**src/rtl/smalldiv_lut.sv**
```systemverilog
// One digit stage of a small constant divider: {last_remainder, dividend_digit} / DIVIDER_VALUE
// resolved through an elaboration-time lookup table, with an optional output register.
module smalldiv_lut #(
  parameter int DIGIT_WIDTH   = 3,
  parameter int DIVIDER_VALUE = 5,
  parameter int DIVIDER_WIDTH = $clog2(DIVIDER_VALUE),
  parameter bit REGISTER_OUT  = 1'b1
) (
  input  logic                     clock,
  input  logic                     reset,
  input  logic                     enable,
  input  logic [DIGIT_WIDTH-1:0]   dividend_digit,
  input  logic [DIVIDER_WIDTH-1:0] last_remainder,
  output logic [DIGIT_WIDTH-1:0]   quotient,
  output logic [DIVIDER_WIDTH-1:0] remainder,
  output logic                     invalid
);

  localparam int AW    = DIGIT_WIDTH + DIVIDER_WIDTH;
  localparam int DEPTH = 1 << AW;

  if (DIVIDER_VALUE <= 1) begin : g_chk_value
    $fatal(1, "smalldiv_lut: DIVIDER_VALUE must be >= 2");
  end
  if (DIVIDER_WIDTH < $clog2(DIVIDER_VALUE)) begin : g_chk_width
    $fatal(1, "smalldiv_lut: DIVIDER_WIDTH must be >= $clog2(DIVIDER_VALUE)");
  end
  if (DIGIT_WIDTH < 1) begin : g_chk_digit
    $fatal(1, "smalldiv_lut: DIGIT_WIDTH must be >= 1");
  end

  logic [DIGIT_WIDTH-1:0]   q_tab [DEPTH];
  logic [DIVIDER_WIDTH-1:0] r_tab [DEPTH];
  logic [AW-1:0]            idx;
  logic [DIGIT_WIDTH-1:0]   q_lut;
  logic [DIVIDER_WIDTH-1:0] r_lut;
  logic                     inv_lut;

  // Quotient entries keep only the low DIGIT_WIDTH bits; overflow is only possible when invalid.
  for (genvar n = 0; n < DEPTH; n++) begin : g_tab
    assign q_tab[n] = DIGIT_WIDTH'(n / DIVIDER_VALUE);
    assign r_tab[n] = DIVIDER_WIDTH'(n % DIVIDER_VALUE);
  end

  assign idx     = {last_remainder, dividend_digit};
  assign q_lut   = q_tab[idx];
  assign r_lut   = r_tab[idx];
  assign inv_lut = (32'(last_remainder) >= 32'(DIVIDER_VALUE));

  if (REGISTER_OUT) begin : g_reg
    logic [DIGIT_WIDTH-1:0]   quotient_q, quotient_d;
    logic [DIVIDER_WIDTH-1:0] remainder_q, remainder_d;
    logic                     invalid_q, invalid_d;

    always_comb begin
      quotient_d  = quotient_q;
      remainder_d = remainder_q;
      invalid_d   = invalid_q;
      if (enable) begin
        quotient_d  = q_lut;
        remainder_d = r_lut;
        invalid_d   = inv_lut;
      end
    end

    always_ff @(posedge clock or posedge reset) begin
      if (reset) begin
        quotient_q  <= '0;
        remainder_q <= '0;
        invalid_q   <= 1'b0;
      end else begin
        quotient_q  <= quotient_d;
        remainder_q <= remainder_d;
        invalid_q   <= invalid_d;
      end
    end

    assign quotient  = quotient_q;
    assign remainder = remainder_q;
    assign invalid   = invalid_q;
  end else begin : g_comb
    logic unused_ctrl;
    assign unused_ctrl = &{1'b0, clock, reset, enable};

    assign quotient  = q_lut;
    assign remainder = r_lut;
    assign invalid   = inv_lut;
  end

endmodule

```
**config.mk**
```make
export PLATFORM = sky130hd
export DESIGN_NAME = smalldiv_lut
export DESIGN_NICKNAME = d
export VERILOG_FILES = /design/src/rtl/smalldiv_lut.sv
export SDC_FILE = /design/constraint.sdc
export NUM_CORES = 1
export LEC_CHECK = 0
export BUFFER_PORTS_ARGS = -buffer_cell sky130_fd_sc_hd__buf_2
export CAP_MARGIN = 20
export CORE_UTILIZATION = 43
export DETAILED_ROUTE_END_ITERATION = 8
export GPL_ROUTABILITY_DRIVEN = 0
export GPL_TIMING_DRIVEN = 0
export PLACE_DENSITY_LB_ADDON = 0.2
export SYNTH_ARGS = -nofsm -noshare
export SYNTH_HDL_FRONTEND = slang
export SYNTH_SLANG_ARGS = --single-unit
```
**constraint.sdc**
```tcl
create_clock -name clock -period 2.1 [get_ports clock]
set_input_delay 0.105 -clock clock [delete_from_list [all_inputs] [get_ports clock]]
set_output_delay 0.105 -clock clock [all_outputs]
set_load 0.02 [all_outputs]
```
==> impl_metrics.json, run 1 <==
{
  "status": "finished clean",
  "syn_area_um2": 851,
  "die_y_um": 46.5,
  "grt_pass1_vias": 779,
  "fin_area_um2": 973,
  "num_vias": 807,
  "maxSlewViolCount": 0,
  "path_max_fanout": 9,
  "clock_sinks": 7,
  "cts.repair.resized": 0,
  "antenna_found_initial": 0,
  "num_rows": 15,
  "p_per_area_nw_per_um2": 487,
  "ys_warn_count": 0,
  "ys_ff_latch": 7,
  "overflow": 0,
  "grt_usage_pct": 20.8,
  "drt_pass1_iterations": 4,
  "clock_skew_ns": 0,
  "hold_slack_ns": 0.276,
  "synth.top_cell.area_share_pct": 20.6,
  "placed_area_um2": 937,
  "intPower_uw": 305,
  "yosys-top-cells-area": "dfrtp_1, mux2i_1, ha_1",
  "core_area_um2": 1780,
  "ant_nets": 0,
  "hold_viol": 0,
  "yosysMostFrequentCell": "nor2_1",
  "min_path_type": "in2reg",
  "min_from": "enable",
  "final.period_utilization_pct": 92.9,
  "max_slew_margin_pct": 70.7,
  "post_synth_num_cell_types": 36,
  "worstSetupEndpointType": "flip-flop",
  "io_buffers": 11,
  "dp_hpwl_mm": 1.55,
  "synth-edff-count": 0,
  "p_sw_share_pct": 35.6,
  "die_w_um": 46.5,
  "grt_max_degree": 11,
  "cts-root-buf": "clkbuf_4",
  "arrival_ns": 2.10,
  "num-nets-final": 136,
  "synth_top_area_cell": "dfrtp_1",
  "cts_buffer_depth": 2,
  "worstSetupPathType": "in2reg",
  "antenna_cells": 0,
  "critPathLaunch": "dividend_digit[1]",
  "cts_setup_buffers": 0,
  "ys_seq_area_share_pct": 20.6,
  "syn_nets": 119,
  "remaining_drc_errors": 0,
  "p_leak_uw": 0.000421,
  "viasPerCell": 5.53,
  "cts_tree": "yes",
  "finalCriticalPeriod_ns": 1.95,
  "start_util_pct": 47.7,
  "reg2reg_slack_ns": 1.26,
  "postSynthCellCount": 105,
  "io_pins": 16,
  "async_flop_share_pct": 100,
  "peakVddDrop_mv": 0.183,
  "rsz0062_at_grt": "no",
  "place_inst": 141,
  "drive_gt1_share_pct": 19.0,
  "drt_iter0_drc": 16,
  "numCtsBuffers": 3,
  "dieArea_um2": 2160,
  "wl_mm": 1.96,
  "setup_viol": 0,
  "p_seq_share_pct": 34.4,
  "fmax_ghz": 0.512,
  "timing.rr.start": "remainder[1]",
  "syn_area_per_cell_um2": 8.10,
  "insertion_delay_ns": 0.24,
  "worst_pin_slew_ns": 0.429,
  "p_sw_uw": 169,
  "start_kind": "input pin",
  "area_growth_pct": 14.4,
  "yosys-top-cells-count": "nor2_1, inv_1, mux2i_1, dfrtp_1, o21ai_0",
  "clk_pin_slew_worst_paths_ns": 0.05,
  "cts-htree-levels": 1,
  "cap_viol_max_count": 0,
  "ff2ff_path_depth": 1,
  "cp.required_ns": 2.24,
  "final_cell_count_no_fill": 146,
  "clkPwrFrac_pct": 24.8,
  "critPathCapture": "remainder[0]",
  "grt_pass1_wl_mm": 3.31,
  "p_comb_share_pct": 40.8,
  "wl_per_cell_um": 13.4,
  "yosys_most_used_dff": "dfrtp_1",
  "r2r_end": "remainder[1]"
}
==> layer usage <==
metal	track usage [%]	vias to the layer above	part of all wire, %
met5	0	-	0
met4	6.47	0	0.31
met3	4.31	2	4.2
met2	34.4	27	48
met1	26.6	364	47
li1	-	414	-
==> cells in the final DEF (no fill, tap or decap), drive strengths merged <==
cell / n
clkbuf: 9
nand3b: 2
ha: 5
a2111oi: 1
o211ai: 2
nor2b: 4
mux2: 3
a21oi: 4
a32oi: 2
o2bb2ai: 1
nand2: 5
or2: 1
dlygate4sd3: 1
inv: 8
xnor2: 1
mux4: 1
a221o: 1
a41oi: 1
nor4: 1
a31oi: 2
xor2: 2
a221oi: 2
nor2: 9
a22oi: 2
o221ai: 1
a311oi: 3
nand2b: 4
o22ai: 1
and2: 3
buf: 16
dfrtp: 7
o21ai: 7
o31a: 1
mux2i: 8
==> worst max-delay path, cell delays in order <==
cell	delay, ns
buf_2	0.10
clkbuf_1	0.33
inv_1	0.14
ha_1	0.33
or2_0	0.23
and2_0	0.14
mux4_2	0.45
a311oi_1	0.27
==> logic make-up after synthesis <==
group	after synthesis	synth area share [%]
XOR/XNOR	3	3.09
AO/OA/AOI/OAI	31	25.7
flip-flops	7	20.6
multiplexers	12	16.0
buffers and inverters	18	9.71
AND/OR/NAND/NOR	29	17.5
adder cells (fa/ha/maj)	5	7.35
==> worst min path at each step <==
stage,end,slack [ns],cells past startpoint
after floorplan,invalid,-0.09,1
after global placement,remainder[0],0.04,2
after detailed placement,remainder[0],0.04,2
after CTS,remainder[2],0.28,3
after global routing,remainder[2],0.32,3
final,remainder[2],0.28,3
==> final cells by class <==
cell class                      count  area, um2
Buffer                             10       52.6
Clock buffer                        4       26.3
Fill cell                         178        810
Inverter                            8       30.0
Multi-Input combinational cell     80        593
Sequential cell                     7        175
Tap cell                           25       31.3
Timing Repair Buffer               12       65.1
==> power by group through the flow <==
stage	Combinational [uW]	Clock [uW]	Sequential, uW
floorplan	116	0	189
global placement	187	0	164
detailed placement	190	0	165
CTS	192	121	163
global route	216	138	165
finish	194	118	163
==> registers in the layout, indices dropped and copies added, names as in the netlist <==
register and count:
quotient 3, invalid 1, remainder 3
==> per-stage QoR <==
step	util [%]	setup WS (ns)	power (uW)	setup TNS (ns)
after floorplan	-	0.265	304	0
after global placement	52.6	-0.0769	351	-0.0769
after detailed placement	52.6	-0.0999	356	-0.0999
after CTS	54.6	0.150	476	0
after global routing	54.6	0.0230	519	0
final	54.6	0.148	474	0
==> timing repair <==
action / 4_1_cts / 5_1_grt
hold buffers: 1 / 0
setup endpoints to repair: 0 / 0
endpoints found under the hold margin: 7 / 0
Note: power is estimated with default switching activity, not from simulation.
==> run 2, diff against run 1 <==
--- a/config.mk
+++ b/config.mk
@@ -7,7 +7,10 @@
 export LEC_CHECK = 0
 export BUFFER_PORTS_ARGS = -buffer_cell sky130_fd_sc_hd__buf_2
 export CAP_MARGIN = 20
-export CORE_UTILIZATION = 43
+export CELL_PAD_IN_SITES_DETAIL_PLACEMENT = 1
+export CELL_PAD_IN_SITES_GLOBAL_PLACEMENT = 2
+export CORE_UTILIZATION = 35
+export CTS_BUF_LIST = sky130_fd_sc_hd__clkbuf_8
 export DETAILED_ROUTE_END_ITERATION = 8
 export GPL_ROUTABILITY_DRIVEN = 0
 export GPL_TIMING_DRIVEN = 0
==> run 2 against run 1 <==
Compared with the run above:
- worst setup slack gained 0.25 ns
- routed wire length rose by 13%
- critical path depth decreased by 1
- critical endpoint unchanged
- largest power group unchanged
- register-to-register slack about the same
==> impl_metrics.json, run 2 (synthesis gave the netlist of run 1 again) <==
{
  "p_sw_uw": 183,
  "setup_viol": 0,
  "num_rows": 17,
  "reg2reg_slack_ns": 1.27,
  "finalPower_uw": 543,
  "max_slew_margin_pct": 66.5,
  "viasPerCell": 5.47,
  "p_per_area_nw_per_um2": 547,
  "path_max_fanout": 11,
  "maxSlewViolCount": 0,
  "worst_pin_slew_ns": 0.490,
  "remaining_drc_errors": 0,
  "clk_pin_slew_worst_paths_ns": 0.04,
  "path_delay_family": "multiplexers",
  "cts_buffer_depth": 2,
  "die_y_um": 51.3,
  "antenna_cells": 0,
  "p_comb_share_pct": 35.8,
  "rsz0062_at_grt": "no",
  "placed_area_um2": 941,
  "p_leak_uw": 0.000432,
  "start_kind": "input pin",
  "nFillCells": 298,
  "die_w_um": 51.3,
  "drt_pass1_iterations": 4,
  "cts_tree": "yes",
  "cts-htree-levels": 1,
  "numCtsBuffers": 3,
  "drive_gt1_share_pct": 19.2,
  "overflow": 0,
  "num-nets-final": 135,
  "grt_pass1_wl_mm": 3.80,
  "io_pins": 16,
  "dieArea_um2": 2630,
  "cp_slowest_cell": "mux4_2",
  "cap_viol_max_count": 0,
  "area_growth_pct": 16.6,
  "antenna_found_initial": 0,
  "layout_common_cells": "buf_2, inv_1, nor2_1",
  "arrival_ns": 1.83,
  "cts-root-buf": "clkbuf_8",
  "worstSetupPathType": "in2reg",
  "worstSetupEndpointType": "flip-flop",
  "wl_per_cell_um": 14.9,
  "finalCriticalPeriod_ns": 1.70,
  "clock_sinks": 7,
  "ant_nets": 0,
  "p_seq_share_pct": 30.1,
  "grt_pass1_vias": 826,
  "path_cells": "buf_2, inv_1, ha_1, or2_0, and2_0, mux4_2, a311oi_1",
  "fmax_ghz": 0.588,
  "peakVddDrop_mv": 0.267,
  "cp.required_ns": 2.23,
  "cts_setup_buffers": 0,
  "fin_util_pct": 44.0,
  "io_buffers": 11,
  "core_area_um2": 2250,
  "num_vias": 810,
  "fin_tns_setup_ns": 0,
  "wl_mm": 2.20,
  "grt_max_degree": 11,
  "hold_viol": 0,
  "min_path_type": "in2reg",
  "grt_usage_pct": 19.2,
  "start_util_pct": 37.7,
  "clkPwrFrac_pct": 34.1,
  "crit_buf_inv": 2,
  "insertion_delay_ns": 0.23,
  "status": "finished clean",
  "cts.repair.resized": 0,
  "drt_iter0_drc": 9,
  "place_inst": 144,
  "p_sw_share_pct": 33.8,
  "dp_hpwl_mm": 1.76,
  "critPathMaxStageDelay_ns": 0.45,
  "final_common_cell": "buf_2",
  "final.period_utilization_pct": 81.0,
  "final_cell_count_no_fill": 148,
  "fin_area_um2": 992,
  "clock_skew_ns": 0,
  "intPower_uw": 359
}
run 2: worst min-delay path, stage by stage:
cell and delay, ns:
clkbuf_1 0.19, nor2_1 0.15, a311oi_1 0.05
run 2: path summary, 6_finish.rpt:
path | to | startpoint | depth (start not counted)
worst max-delay path | remainder[0] | dividend_digit[1] | 7
worst min-delay path | remainder[0] | enable | 3
min in group asynchronous | quotient[2] | reset | 3
worst min register to register | invalid | invalid | 1
max in group asynchronous | remainder[2] | reset | 3
worst max register to register | remainder[1] | remainder[1] | 1
run 2: final cells by class:
type                       count  area [um2]  area share (%)
clock inverter                 1        3.75           0.378
buffer                         9        48.8            4.92
multi-input combinational     80         593            59.8
tap                           28        35.0            3.53
timing repair buffer          12        65.1            6.56
sequential                     7         175            17.7
inverter                       8        30.0            3.03
clock buffer                   3        41.3            4.16
run 2: timing repair:
action / 4_1_cts / 5_1_grt
endpoints found under the setup margin: 0 / 1
hold endpoints to repair: 7 / 0
hold buffers: 1 / 0
run 2: layer usage:
metal,vias to the layer above,wire (um),GRT usage (%)
met4,0,47,9.46
met5,-,0,0
met1,375,1140,25.8
li1,413,-,-
met2,17,942,30.9
met3,5,66,0.893
run 2: through the flow:
stage	setup slack, ns	hold WS, ns
global placement	-0.0677	0.0366
floorplan	0.265	-0.0916
global route	0.256	0.385
detailed placement	-0.130	0.0482
finish	0.398	0.311
CTS	0.109	0.313
run 2: power by group through the flow:
stage	combinational, uW	sequential [uW]	clock [uW]
after floorplan	116	189	0
after global placement	192	164	0
after detailed placement	194	165	0
after CTS	196	164	192
after global routing	217	166	196
final	194	163	185
==> run 3, diff against run 2 <==
--- a/config.mk
+++ b/config.mk
@@ -9,7 +9,7 @@
 export CAP_MARGIN = 20
 export CELL_PAD_IN_SITES_DETAIL_PLACEMENT = 1
 export CELL_PAD_IN_SITES_GLOBAL_PLACEMENT = 2
-export CORE_UTILIZATION = 35
+export CORE_UTILIZATION = 30
 export CTS_BUF_LIST = sky130_fd_sc_hd__clkbuf_8
 export DETAILED_ROUTE_END_ITERATION = 8
 export GPL_ROUTABILITY_DRIVEN = 0
==> constraint.sdc (replaced) <==
create_clock -name clock -period 1.5 [get_ports clock]
set_input_delay 0.075 -clock clock [delete_from_list [all_inputs] [get_ports clock]]
set_output_delay 0.075 -clock clock [all_outputs]
set_load 0.02 [all_outputs]
==> run 3 against run 2 <==
Compared with the run above:
- critical path depth unchanged
- register-to-register slack got worse by 0.61 ns
- flip-flop and latch count unchanged
- critical endpoint unchanged
- largest power group unchanged
- cell area increased by 7.9%
- routed wire length increased by 8.7%
- clock power increased by 43%
- combinational power increased by 54%
- non-clock buffer count increased by 4
- sequential power increased by 40%
- final cell count increased by 4.1%
==> impl_metrics.json, run 3 (synthesis gave the netlist of run 1 again) <==
{
  "die_y_um": 55.3,
  "num-nets-final": 139,
  "worst_pin_slew_ns": 0.467,
  "ff2ff_path_depth": 1,
  "setup_viol": 0,
  "insertion_delay_ns": 0.23,
  "cts_tree": "yes",
  "area_growth_pct": 25.9,
  "max_slew_margin_pct": 68.9,
  "worstSetupPathType": "in2reg",
  "dieArea_um2": 3050,
  "pre_cts_slack_ns": -0.301,
  "ant_nets": 0,
  "status": "finished clean",
  "antenna_cells": 0,
  "finalPower_uw": 792,
  "fmax_ghz": 0.696,
  "io_pins": 16,
  "num_vias": 850,
  "final.period_utilization_pct": 95.8,
  "overflow": 0,
  "cp.required_ns": 1.63,
  "path_max_fanout": 6,
  "num_rows": 18,
  "drt_pass1_iterations": 4,
  "drt_iter0_drc": 13,
  "fin_util_pct": 41.7,
  "multiInputGateArea_um2": 612,
  "grt_usage_pct": 16.1,
  "antenna_found_initial": 0,
  "grt_pass1_vias": 836,
  "layout_common_cells": "buf_2, nor2_1, mux2i_1",
  "peakVddDrop_mv": 0.502,
  "cap_viol_max_count": 0,
  "clock_skew_ns": 0,
  "min_path_cells": 3,
  "viasPerCell": 5.52,
  "nFillCells": 324,
  "arrival_ns": 1.57,
  "core_area_um2": 2570,
  "setup_ws_ns": 0.0632,
  "rsz0062_at_grt": "no",
  "min_path_type": "in2reg",
  "drive_gt1_share_pct": 25.0,
  "start_util_pct": 33.1,
  "die_w_um": 55.3,
  "placed_area_um2": 982,
  "remaining_drc_errors": 0,
  "cts_buffer_depth": 2,
  "cts-htree-levels": 1,
  "grt_max_degree": 11,
  "p_leak_uw": 0.000458,
  "seqCellArea_um2": 175,
  "dp_hpwl_mm": 1.84,
  "finalCriticalPeriod_ns": 1.44,
  "wl_mm": 2.39,
  "clock_sinks": 7,
  "start_kind": "input pin",
  "io_buffers": 11,
  "grt_pass1_wl_mm": 3.90,
  "clk_pin_slew_worst_paths_ns": 0.04,
  "maxSlewViolCount": 0,
  "worstSetupEndpointType": "flip-flop",
  "final_common_cell": "buf_2",
  "hold_viol": 0,
  "wl_per_cell_um": 15.5,
  "numCtsBuffers": 3,
  "hold_slack_ns": 0.292,
  "cts-root-buf": "clkbuf_8",
  "fin_area_um2": 1070,
  "p_per_area_nw_per_um2": 739
}
[run 3: cell types whose count changed in the layout (fill, tap and decap cells not counted), sizes merged]
cell	delta
inv	-1
buf	+4
clkinv	+1
[run 3: path summary, 6_finish.rpt]
| check | end | start | slack [ns] |
|---|---|---|---|
| max in group asynchronous | remainder[1] | reset | 0.95 |
| min in group asynchronous | quotient[0] | reset | 0.33 |
| min | quotient[2] | enable | 0.29 |
| min reg2reg | invalid | invalid | 0.49 |
| max | remainder[0] | dividend_digit[0] | 0.06 |
| max reg2reg | remainder[1] | remainder[1] | 0.66 |
[run 3: critical path, cell delays in order]
cell      delay [ns]
buf_4           0.13
inv_4           0.05
ha_4            0.23
or2_1           0.23
and2_0          0.14
mux4_2          0.47
a311oi_2        0.24
[run 3: power by group]
group          total [uW]  leakage [uW]  switching (uW)  internal (uW)
combinational         298      0.000348             171            127
clock                 265     0.0000269            88.0            177
sequential            228     0.0000825            12.3            216
[run 3: layout make-up]
| type | instances | share of cell area (%) |
|---|---|---|
| buffer | 9 | 4.56 |
| timing repair buffer | 16 | 10.0 |
| sequential | 7 | 16.4 |
| multi-input combinational | 80 | 57.1 |
| clock buffer | 3 | 3.86 |
| tap | 30 | 3.50 |
| inverter | 8 | 4.21 |
| clock inverter | 1 | 0.350 |
[run 3: what timing repair did]
| action | in CTS | in global routing |
|---|---|---|
| hold endpoints to repair | 7 | 0 |
| cloned | 0 | 0 |
| endpoints found under the setup margin | 1 | 1 |
| gates resized for setup | 6 | 5 |
| pin swaps | 4 | 3 |
| hold buffers | 1 | 0 |
| buffers inserted | 4 | 0 |
[run 3: metal layers]
layer | GRT usage (%) | share of wire [%] | wire length [um]
met1 | 20.6 | 48 | 1160
met2 | 27.4 | 49 | 1180
met3 | 4.22 | 2.6 | 61
met4 | 3.21 | 0 | 0
met5 | 0 | 0 | 0
[run 3: per-stage QoR]
step | setup TNS [ns] | std cells
finish | 0 | 154
global route | 0 | 154
CTS | -0.0180 | 155
detailed placement | -0.501 | 146
global placement | -0.442 | 146
floorplan | -0.0346 | 105
